### config.mk
export PLATFORM = sky130hd
export DESIGN_NAME = ram_dp_bist
export DESIGN_NICKNAME = d
export VERILOG_FILES = /design/src/rtl/ram_dp_bist.sv
export SDC_FILE = /design/constraint.sdc
export NUM_CORES = 1
export LEC_CHECK = 0
export CAP_MARGIN = 10
export CORE_ASPECT_RATIO = 1.4
export CORE_MARGIN = 5
export CORE_UTILIZATION = 47
export CTS_CLUSTER_SIZE = 12
export DETAILED_ROUTE_END_ITERATION = 16
export GPL_TIMING_DRIVEN = 0
export PLACE_DENSITY = 0.72
export SYNTH_ARGS = -nofsm -noshare
export SYNTH_HDL_FRONTEND = slang
export SYNTH_SLANG_ARGS = --single-unit
### constraint.sdc
create_clock -name clk -period 4.6 [get_ports clk]
set_clock_uncertainty 0.05 [all_clocks]
set_input_delay 0.92 -clock clk [delete_from_list [all_inputs] [get_ports clk]]
set_output_delay 0.92 -clock clk [all_outputs]
set_load 0.005 [all_outputs]
### src/rtl/ram_dp_bist.sv
// Dual-port RAM self-test initiator: write/read-back of an address-seeded pattern in two passes, port roles swapped in pass 1.
// Latency: start accepted at edge E0 -> done after edge E0 + 4*DEPTH + 4; no backpressure, start is ignored while busy.
module ram_dp_bist #(
   parameter int DW = 8,
   parameter int AW = 6
) (
   input  logic          clk,
   input  logic          rst_n,
   input  logic          start,
   input  logic [DW-1:0] pattern,
   output logic          busy,
   output logic          done,
   output logic          pass,
   output logic [AW+1:0] err_count,
   output logic [AW-1:0] fail_addr,
   output logic          fail_pass,
   output logic [DW-1:0] d1,
   output logic [DW-1:0] d2,
   output logic          we1,
   output logic          we2,
   output logic [AW-1:0] add1,
   output logic [AW-1:0] add2,
   input  logic [DW-1:0] q1,
   input  logic [DW-1:0] q2
);

   localparam int DEPTH = 2**AW;
   localparam logic [AW:0] LAST = (AW+1)'(DEPTH-1);

   typedef enum logic [2:0] {S_IDLE, S_WR, S_RD, S_DRAIN, S_DONE} state_t;

   function automatic logic [DW-1:0] exp_f(input logic [AW-1:0] a, input logic p, input logic [DW-1:0] pat);
      logic [DW-1:0] v;
      v = pat ^ DW'(a);
      return p ? ~v : v;
   endfunction

   state_t        state_q, state_d;
   logic [AW:0]   addr_q, addr_d;
   logic          pidx_q, pidx_d;
   logic [DW-1:0] pat_q, pat_d;
   logic          busy_q, busy_d, done_q, done_d, pass_q, pass_d;
   logic [AW+1:0] err_q, err_d;
   logic [AW-1:0] faddr_q, faddr_d;
   logic          fpass_q, fpass_d;
   logic          we1_q, we1_d, we2_q, we2_d;
   logic [AW-1:0] add1_q, add1_d, add2_q, add2_d;
   logic [DW-1:0] d1_q, d1_d, d2_q, d2_d;
   // Compare pipeline: stage 1 = address on the RAM pins, stage 2 = RAM data valid next edge
   logic          v1_q, v2_q, p1_q, p2_q;
   logic [AW-1:0] a1_q, a2_q;
   logic [DW-1:0] e1_q, e2_q;
   logic          accept, rd_issue, mism;
   logic [DW-1:0] rdat, wexp;

   assign accept = (state_q == S_IDLE) && start;

   always_comb begin
      state_d = state_q;
      addr_d  = addr_q;
      pidx_d  = pidx_q;
      pat_d   = pat_q;
      case (state_q)
         S_IDLE: begin
            if (start) begin
               state_d = S_WR;
               addr_d  = '0;
               pidx_d  = 1'b0;
               pat_d   = pattern;
            end
         end
         S_WR: begin
            if (addr_q == LAST) begin
               state_d = S_RD;
               addr_d  = '0;
            end else begin
               addr_d = addr_q + 1'b1;
            end
         end
         S_RD: begin
            // addr restarts at 0 to double as the drain cycle counter
            if (addr_q == LAST) begin
               state_d = S_DRAIN;
               addr_d  = '0;
            end else begin
               addr_d = addr_q + 1'b1;
            end
         end
         S_DRAIN: begin
            if (addr_q == (AW+1)'(1)) begin
               addr_d = '0;
               if (!pidx_q) begin
                  state_d = S_WR;
                  pidx_d  = 1'b1;
               end else begin
                  state_d = S_DONE;
               end
            end else begin
               addr_d = addr_q + 1'b1;
            end
         end
         S_DONE:  state_d = S_IDLE;
         default: state_d = S_IDLE;
      endcase
   end

   // RAM-side outputs are computed from the next state so they register on the same edge
   always_comb begin
      we1_d    = 1'b0;
      we2_d    = 1'b0;
      add1_d   = '0;
      add2_d   = '0;
      d1_d     = '0;
      d2_d     = '0;
      rd_issue = 1'b0;
      wexp     = exp_f(addr_d[AW-1:0], pidx_d, pat_d);
      if (state_d == S_WR) begin
         if (!pidx_d) begin
            we1_d  = 1'b1;
            add1_d = addr_d[AW-1:0];
            d1_d   = wexp;
         end else begin
            we2_d  = 1'b1;
            add2_d = addr_d[AW-1:0];
            d2_d   = wexp;
         end
      end else if (state_d == S_RD) begin
         rd_issue = 1'b1;
         if (!pidx_d) add2_d = addr_d[AW-1:0];
         else         add1_d = addr_d[AW-1:0];
      end
   end

   always_comb begin
      rdat    = p2_q ? q1 : q2;
      mism    = v2_q && (rdat != e2_q);
      err_d   = err_q;
      faddr_d = faddr_q;
      fpass_d = fpass_q;
      pass_d  = pass_q;
      if (accept) begin
         err_d   = '0;
         faddr_d = '0;
         fpass_d = 1'b0;
         pass_d  = 1'b0;
      end else if (mism) begin
         err_d = err_q + 1'b1;
         if (err_q == '0) begin
            faddr_d = a2_q;
            fpass_d = p2_q;
         end
      end
      if (state_d == S_DONE) pass_d = (err_d == '0);
      busy_d = (state_d == S_WR) || (state_d == S_RD) || (state_d == S_DRAIN);
      done_d = (state_d == S_DONE);
   end

   always_ff @(posedge clk) begin
      if (!rst_n) begin
         state_q <= S_IDLE;
         addr_q  <= '0;
         pidx_q  <= 1'b0;
         pat_q   <= '0;
         busy_q  <= 1'b0;
         done_q  <= 1'b0;
         pass_q  <= 1'b0;
         err_q   <= '0;
         faddr_q <= '0;
         fpass_q <= 1'b0;
         we1_q   <= 1'b0;
         we2_q   <= 1'b0;
         add1_q  <= '0;
         add2_q  <= '0;
         d1_q    <= '0;
         d2_q    <= '0;
         v1_q    <= 1'b0;
         v2_q    <= 1'b0;
         p1_q    <= 1'b0;
         p2_q    <= 1'b0;
         a1_q    <= '0;
         a2_q    <= '0;
         e1_q    <= '0;
         e2_q    <= '0;
      end else begin
         state_q <= state_d;
         addr_q  <= addr_d;
         pidx_q  <= pidx_d;
         pat_q   <= pat_d;
         busy_q  <= busy_d;
         done_q  <= done_d;
         pass_q  <= pass_d;
         err_q   <= err_d;
         faddr_q <= faddr_d;
         fpass_q <= fpass_d;
         we1_q   <= we1_d;
         we2_q   <= we2_d;
         add1_q  <= add1_d;
         add2_q  <= add2_d;
         d1_q    <= d1_d;
         d2_q    <= d2_d;
         v1_q    <= rd_issue;
         p1_q    <= pidx_d;
         a1_q    <= addr_d[AW-1:0];
         e1_q    <= wexp;
         v2_q    <= v1_q;
         p2_q    <= p1_q;
         a2_q    <= a1_q;
         e2_q    <= e1_q;
      end
   end

   assign busy      = busy_q;
   assign done      = done_q;
   assign pass      = pass_q;
   assign err_count = err_q;
   assign fail_addr = faddr_q;
   assign fail_pass = fpass_q;
   assign we1       = we1_q;
   assign we2       = we2_q;
   assign add1      = add1_q;
   assign add2      = add2_q;
   assign d1        = d1_q;
   assign d2        = d2_q;

endmodule

==> impl.org, run 1 <==
** Outcome
- Result of the run :: finished, final reports clean

** Synthesis
- Summed instance area of the synthesized netlist :: 3636 um^2
- Most area-hungry cell type in the Yosys netlist :: sky130_fd_sc_hd__dfxtp_1
- Number of storage elements in the synthesis netlist :: 92
- Sequential cell area fraction in the yosys report :: 50.65%
- The Yosys step of the flow raised 0 warnings.
- For this run, the leading register cell type out of synthesis is sky130_fd_sc_hd__dfxtp_1.
- The number of nets handed over by synthesis was 410.
- The synthesized netlist contains 49 unique library cells.
- After technology mapping, the gate count stands at 379.
- Mean area per synthesized cell :: 9.594 um^2
- In this run, synthesis inferred 0 flip-flops with an integrated enable.
- Portion of synthesized cell area occupied by the leading cell type :: 50.65%
- Cell types occupying the most area after synthesis :: sky130_fd_sc_hd__dfxtp_1, sky130_fd_sc_hd__nor2_1, sky130_fd_sc_hd__mux2i_1, sky130_fd_sc_hd__and2_1, sky130_fd_sc_hd__xnor2_1
- Ys async rst share :: 0%

** Worst setup path
- The slowest stage of the critical path is the sky130_fd_sc_hd__nor4b_2 cell.
- Capturing element type of the critical path :: flip-flop
- STA classifies the critical path startpoint as an input pin.
- Broken down by cell family, the worst path's largest delay share belongs to buffers and inverters.
- Counting both buffers and inverters, the worst setup path holds a total of 2.
- Of all nets on the critical path, the largest fanout is 10.
- Data on the critical path is required at its endpoint by 4770 ps.
- The largest single stage delay on the critical path is 690 ps.
- The critical path in this run is classified as in2reg.
- Critical path data arrival time :: 3200 ps
- Chain of cells forming the critical path :: clkdlybuf4s50_1, nor4b_2, clkbuf_1, o21ai_0, xnor2_1, nor2_1

** Min path
- Worst min path class :: reg2reg

** Detailed routing
- Number of design-rule violations left by the first detailed-router iteration :: 109
- In this run the remaining antenna-violating nets after routing total 0.
- Number of optimization iterations in the first detailed-route pass :: 4
- Detailed routing inserted a total of 2832 vias.
- After detailed routing, the number of remaining DRC violations is 0.
- Via density per instance :: 4.986
- After detailed routing, the average wire length per cell comes to 14.46 um.
- Wires add up to 8211 um.

** Timing
- Post-layout minimum cycle time :: 3028 ps
- Min Hold Slack :: 389.1 ps
- Based on the critical path, the design can be clocked at up to 330.3 MHz.
- Summed over all failing endpoints, the final setup total negative slack is 0 ps.
- Fin. Hold Viols :: 0
- Headroom to the max-slew limit :: 44.82%
- At the pin with the least slew margin, the transition time is 825.6 ps.
- The final count of pins violating max slew is 0.
- Dividing the final minimum period by the clock period gives 65.82%.
- Setup-violating endpoint count in the final report :: 0
- RSZ-0062 raised after global routing :: false

** Clock network
- Number of setup buffers added after CTS :: 0
- Clock sink count :: 92
- CTS placed an instance of sky130_fd_sc_hd__clkbuf_8 at the clock tree root.
- In this run, CTS created clock tree buffers numbering 9.
- Worst-skew pair later-pin latency :: 360 ps
- TritonCTS built the clock tree.
- After clock tree synthesis, the clock-pin slew on the worst setup and hold paths is 80 ps.
- Maximum level of the CTS H-tree :: 3
- The clock passes through at most 2 buffers.
- Quantity of gates resized following cts :: 0
- Buffers inserted to repair hold after CTS numbered 0.

** Final layout
- Number of antenna cells inserted :: 0
- At the end of the flow the core is filled with cells to 61.43%.
- The library cells used most frequently in the layout, excluding fill and tap cells, are sky130_fd_sc_hd__dfxtp_1, sky130_fd_sc_hd__clkdlybuf4s50_1, sky130_fd_sc_hd__nor2_1.
- Most common library cell in the layout ignoring fill and taps :: sky130_fd_sc_hd__dfxtp_1
- The post-route netlist has 7.265% of its cells at a drive strength greater than 1.
- Number of nets in the layout :: 495
- Post-synthesis to final-layout area growth :: 29.32%

** Placement
- Half-perimeter wire length after detailed placement :: 6110 um
- Final weighted congestion in routability-driven placement :: 0.8202
- Buffers placed on the I/O ports in this run total 74.

** Global routing
- For this run, the total global-route usage over all layers was measured as 17.43%.
- Maximum number of pins on one net before global-route repair :: 15
- Initial antenna violation count :: 0
- Wire length of the first global-routing pass :: 13220 um
- The number of global-route vias before repair was 2779.
- Grt ovf :: 0

** Die
- Count of boundary I/O pins :: 75
- Height of the die :: 114.1 um
- Once the floorplan was initialized, standard cells occupied 47.50% of the core.
- Die area :: 9620 um^2
- Measured along the x axis, the die boundary spans 84.34 um.
- Row generation in the floorplan step produced 38 rows.
- After floorplanning, the core was sized to cover 7655 um^2.

** Power
- In this run the power density over the cells is 316.2 nW/um^2.
- Peak supply drop :: 0.2102 mV
- Static leakage power :: 1.739 nW

** Job
- Max_cap viols :: 0
[where the power goes]
group	internal, mW	switching (mW)
clock network	0.277	0.266
logic	0.0603	0.0599
registers	0.816	0.00813
[sequential cells by signal (all words and copies together) (netlist names), 3 cells and up]
name       cells
d1             8
d2             8
e1_q           8
e2_q           8
err_count      8
pat_q          8
addr_q         7
a2_q           6
add1           6
add2           6
fail_addr      6
state_q        3
[stage by stage]
stage / instances / setup slack, ps / instance area [um^2] / power [mW]
finish: 568 / 1572 / 4702 / 1.487
global route: 568 / 1412 / 4702 / 1.550
CTS: 568 / 1586 / 4702 / 1.504
detailed placement: 553 / 1202 / 4502 / 0.9637
floorplan: 379 / 2137 / 3636 / 0.9061
global placement: 553 / 1243 / 4502 / 0.9610
[metal layers]
layer / part of all wire, % / GRT usage (%) / routed length, um / vias up
li1: - / - / - / 1439
met1: 42 / 19.65 / 3460 / 1305
met2: 50 / 30.14 / 4101 / 72
met3: 5.3 / 5.544 / 438 / 16
met4: 2.6 / 7.709 / 210 / 0
met5: 0 / 0 / 0 / -
[cells in the mapped netlist (2+ instances only)]
master	instances
sky130_fd_sc_hd__dfxtp_1	92
sky130_fd_sc_hd__nor2_1	48
sky130_fd_sc_hd__and2_1	25
sky130_fd_sc_hd__nand2_1	25
sky130_fd_sc_hd__nor2b_1	18
sky130_fd_sc_hd__mux2i_1	16
sky130_fd_sc_hd__xnor2_1	16
sky130_fd_sc_hd__xor2_1	16
sky130_fd_sc_hd__clkbuf_1	13
sky130_fd_sc_hd__nand3_1	9
sky130_fd_sc_hd__o21ai_0	9
sky130_fd_sc_hd__a21boi_0	8
sky130_fd_sc_hd__inv_1	8
sky130_fd_sc_hd__nor3_1	8
sky130_fd_sc_hd__o21ai_1	8
sky130_fd_sc_hd__and3_1	7
sky130_fd_sc_hd__a21oi_1	4
sky130_fd_sc_hd__ha_1	4
sky130_fd_sc_hd__nand4_1	4
sky130_fd_sc_hd__a21o_1	2
sky130_fd_sc_hd__a22oi_2	2
sky130_fd_sc_hd__a31o_2	2
sky130_fd_sc_hd__a31oi_1	2
sky130_fd_sc_hd__and3b_1	2
sky130_fd_sc_hd__buf_2	2
sky130_fd_sc_hd__buf_6	2
sky130_fd_sc_hd__nor4_1	2
sky130_fd_sc_hd__nor4b_1	2
sky130_fd_sc_hd__nor4b_2	2
sky130_fd_sc_hd__or2_1	2
[layout make-up]
cell class                 instances  area [um^2]
multi-input combinational        262         1683
sequential                        92         1842
buffer                            17        81.33
inverter                           8        30.03
timing repair buffer              74        740.7
tap                              100        125.1
clock buffer                      11        151.4
clock inverter                     4        48.80
fill                             676         2953
[worst paths after layout]
| path | endpoint | cells past startpoint | slack (ps) | startpoint |
|---|---|---|---|---|
| min | e2_q[7] | 1 | 390 | e1_q[7] |
| max | d1[1] | 6 | 1570 | start |
| max reg2reg | d1[3] | 8 | 1940 | addr_q[0] |
| min reg2reg | e2_q[7] | 1 | 390 | e1_q[7] |
[cell families (layout without fill, tap and decap cells)]
group	after synthesis	after routing	synth area share, %
simple gates	161	161	23.16
flops	92	92	50.65
compound gates	49	49	9.635
fa+ha+maj	4	4	1.377
xor+xnor	32	32	7.708
buf+inv	25	114	3.063
mux	16	16	4.405
No activity file was read; power rests on OpenSTA's default activity.
==> inputs of run 2 (changes only) <==
Clock period 4.6 ns to 3 ns, I/O delays scaled along.
==> impl.org, run 2 (synthesis results as in run 1) <==
** Die
- Die area :: 9620 um^2 (unchanged)
- Count of boundary I/O pins :: 75 (unchanged)
- Effective utilization at floorplan :: 47.50% (unchanged)
- Die Width :: 84.34 um (unchanged)
- The row count came to 38 (unchanged).
- Core Box Area :: 7655 um^2 (unchanged)
- The die height is 114.1 um (unchanged).

** Worst setup path
- STA classifies the critical path startpoint as an input pin.
- Critical path data arrival time :: 2880 ps (-320 ps)
- Type of the worst setup path :: in2reg
- The worst setup path is captured at a flip-flop.
- The critical-path maximum fanout is 10 (unchanged).
- Data required, critical path :: 3170 ps (-1600 ps)

** Timing
- Fin. Hold Viols :: 0 (unchanged)
- Setup repair after global routing left no endpoint under its margin.
- In the finished design, the share of the clock period the worst path needs comes to 90.31%.
- The final total negative setup slack came to 0 ps (unchanged).
- The smallest hold slack came to 389.1 ps (+0.02900 ps).
- For this run, the top clock speed supported by timing is 369.1 MHz.
- The final count of pins violating max slew came to 0 (unchanged).
- Worst slew pin tran :: 829.4 ps (+3.750 ps)
- Setup-violating endpoint count in the final report :: 0 (unchanged)
- Post-layout minimum cycle time :: 2709 ps
- Headroom to the max-slew limit :: 44.57% (-0.25 points)

** Detailed routing
- Via density per instance :: 4.986 (unchanged)
- Length of routed wiring on met1 :: 3492 um (+0.92%)
- Routed wire length on met3 :: 435 um (-0.68%)
- The remaining design rule violation count is 0 (unchanged).
- The routed wirelength normalized by instance count is 14.46 um (about the same).
- Met2 routed wirelength :: 4066 um (-0.85%)
- Number of design-rule violations left by the first detailed-router iteration :: 98 (-10%)
- The remaining antenna violation count was 0 (unchanged).
- In this run the top signal layer used is met4.
- The detailed-route via count was 2832 (unchanged).
- The number of search-and-repair iterations in the first detailed-routing pass came to 4 (unchanged).
- The total routed wirelength was 8212 um (about the same).

** Placement
- Port Buf Inserts :: 74 (unchanged)
- Half-perimeter wire length after detailed placement :: 6110 um (unchanged)
- The number of instances in the placed design is 553 (unchanged).
- The weighted congestion at the end of routability-driven global placement came to 0.8202 (unchanged).
- The post-detailed-placement cell area was 4502 um^2 (unchanged).

** Power
- The standby leakage power is 1.739 nW (unchanged).
- Power Density :: 484.7 nW/um^2 (+53%)
- Overall power after layout :: 2.279 mW (+53%)
- Peak supply drop :: 0.3209 mV (+53%)

** Final layout
- Number of antenna cells inserted :: 0 (unchanged)
- The count of non-filler cells in the finished layout was 568 (unchanged).
- The layout overhead on the synthesized area came to 29.32% (unchanged).
- The final-stage net count was 495 (unchanged).
- Layout fillers :: 676 (unchanged)
- The post-route cell area was 4702 um^2 (unchanged).
- Highest-count cells in the layout ignoring fill and taps :: sky130_fd_sc_hd__dfxtp_1, sky130_fd_sc_hd__clkdlybuf4s50_1, sky130_fd_sc_hd__nor2_1
- The sequential standard cell area came to 1842 um^2 (unchanged).
- Fraction of final layout cells with drive strength greater than 1 :: 7.265% (unchanged)
- Most common library cell in the layout ignoring fill and taps :: sky130_fd_sc_hd__dfxtp_1
- Area taken by multi-input logic gates :: 1683 um^2 (unchanged)

** Clock network
- The clock transition time at the flip-flop clock pins of the worst setup and hold paths is 80 ps (about the same).
- Number of setup buffers added after CTS :: 0 (unchanged)
- The number of levels in the clock H-tree was 3 (unchanged).
- CTS placed an instance of sky130_fd_sc_hd__clkbuf_8 at the clock tree root.
- The number of CTS-inserted buffers is 9 (unchanged).
- Hold-fix buffers at CTS :: 0 (unchanged)
- Clock sink count :: 92 (unchanged)
- Maximum buffer depth of the clock tree :: 2 (unchanged)
- TritonCTS clock tree :: done
- The total of cells resized after clock tree synthesis came to 0 (unchanged).
- The latest clock arrival within the worst-skew pair was 360 ps (about the same).

** Global routing
- Via count of the first global-routing pass :: 2772 (-0.25%)
- The total global routing overflow was 0 (unchanged).
- The number of antenna violations at the first check in global routing came to 0 (unchanged).
- Wire length of the first global-routing pass :: 13210 um (about the same)
- Maximum number of pins on one net before global-route repair :: 15 (unchanged)
- Total Routing Usage GR :: 17.45% (about the same)

** Job
- The number of violations of the max-capacitance limit is 0 (unchanged).

** Min path
- The min-delay analysis places its worst path in the category reg2reg.

** Outcome
- Result of the run :: finished, final reports clean
[run 2: cell counts in the layout (fill, tap and decap cells not counted)]
No cell type changed its count.
[run 2: worst paths after layout]
kind | from | to | slack [ps] | cells after the start
min reg2reg | e1_q[7] | e2_q[7] | 390 | 1
max reg2reg | addr_q[0] | d1[3] | 360 | 8
min | e1_q[7] | e2_q[7] | 390 | 1
max | start | d1[1] | 290 | 6
[run 2: power by group]
part           switching, mW  internal, mW  leakage [nW]
registers             0.0125          1.25         0.747
clock network          0.408         0.425         0.105
logic                 0.0913        0.0925         0.887
[run 2: per-layer routing]
metal  track usage, %  up-vias
li1                 -     1437
met1            19.74     1313
met2            30.08       67
met3            6.192       15
met4            6.758        0
met5                0        -
[run 2: metrics by stage]
step           setup WS [ps]  utilization [%]
2_1_floorplan          822.7                -
3_3_place_gp          -37.04            58.81
3_5_place_dp          -77.87            58.81
4_1_cts                306.3            61.43
5_1_grt                136.0            61.43
6_report               290.6            61.43
[run 2: cell type report]
| type | instances | share of cell area (%) |
|---|---|---|
| buffer | 17 | 1.730 |
| clock buffer | 11 | 3.220 |
| clock inverter | 4 | 1.038 |
| inverter | 8 | 0.6386 |
| multi-input combinational | 262 | 35.79 |
| sequential | 92 | 39.17 |
| tap | 100 | 2.661 |
| timing repair buffer | 74 | 15.75 |
[run 2: critical path, cell delays in order]
cell,delay (ps)
sky130_fd_sc_hd__clkdlybuf4s50_1,510
sky130_fd_sc_hd__nor4b_2,700
sky130_fd_sc_hd__clkbuf_1,440
sky130_fd_sc_hd__o21ai_0,220
sky130_fd_sc_hd__xnor2_1,350
sky130_fd_sc_hd__nor2_1,70
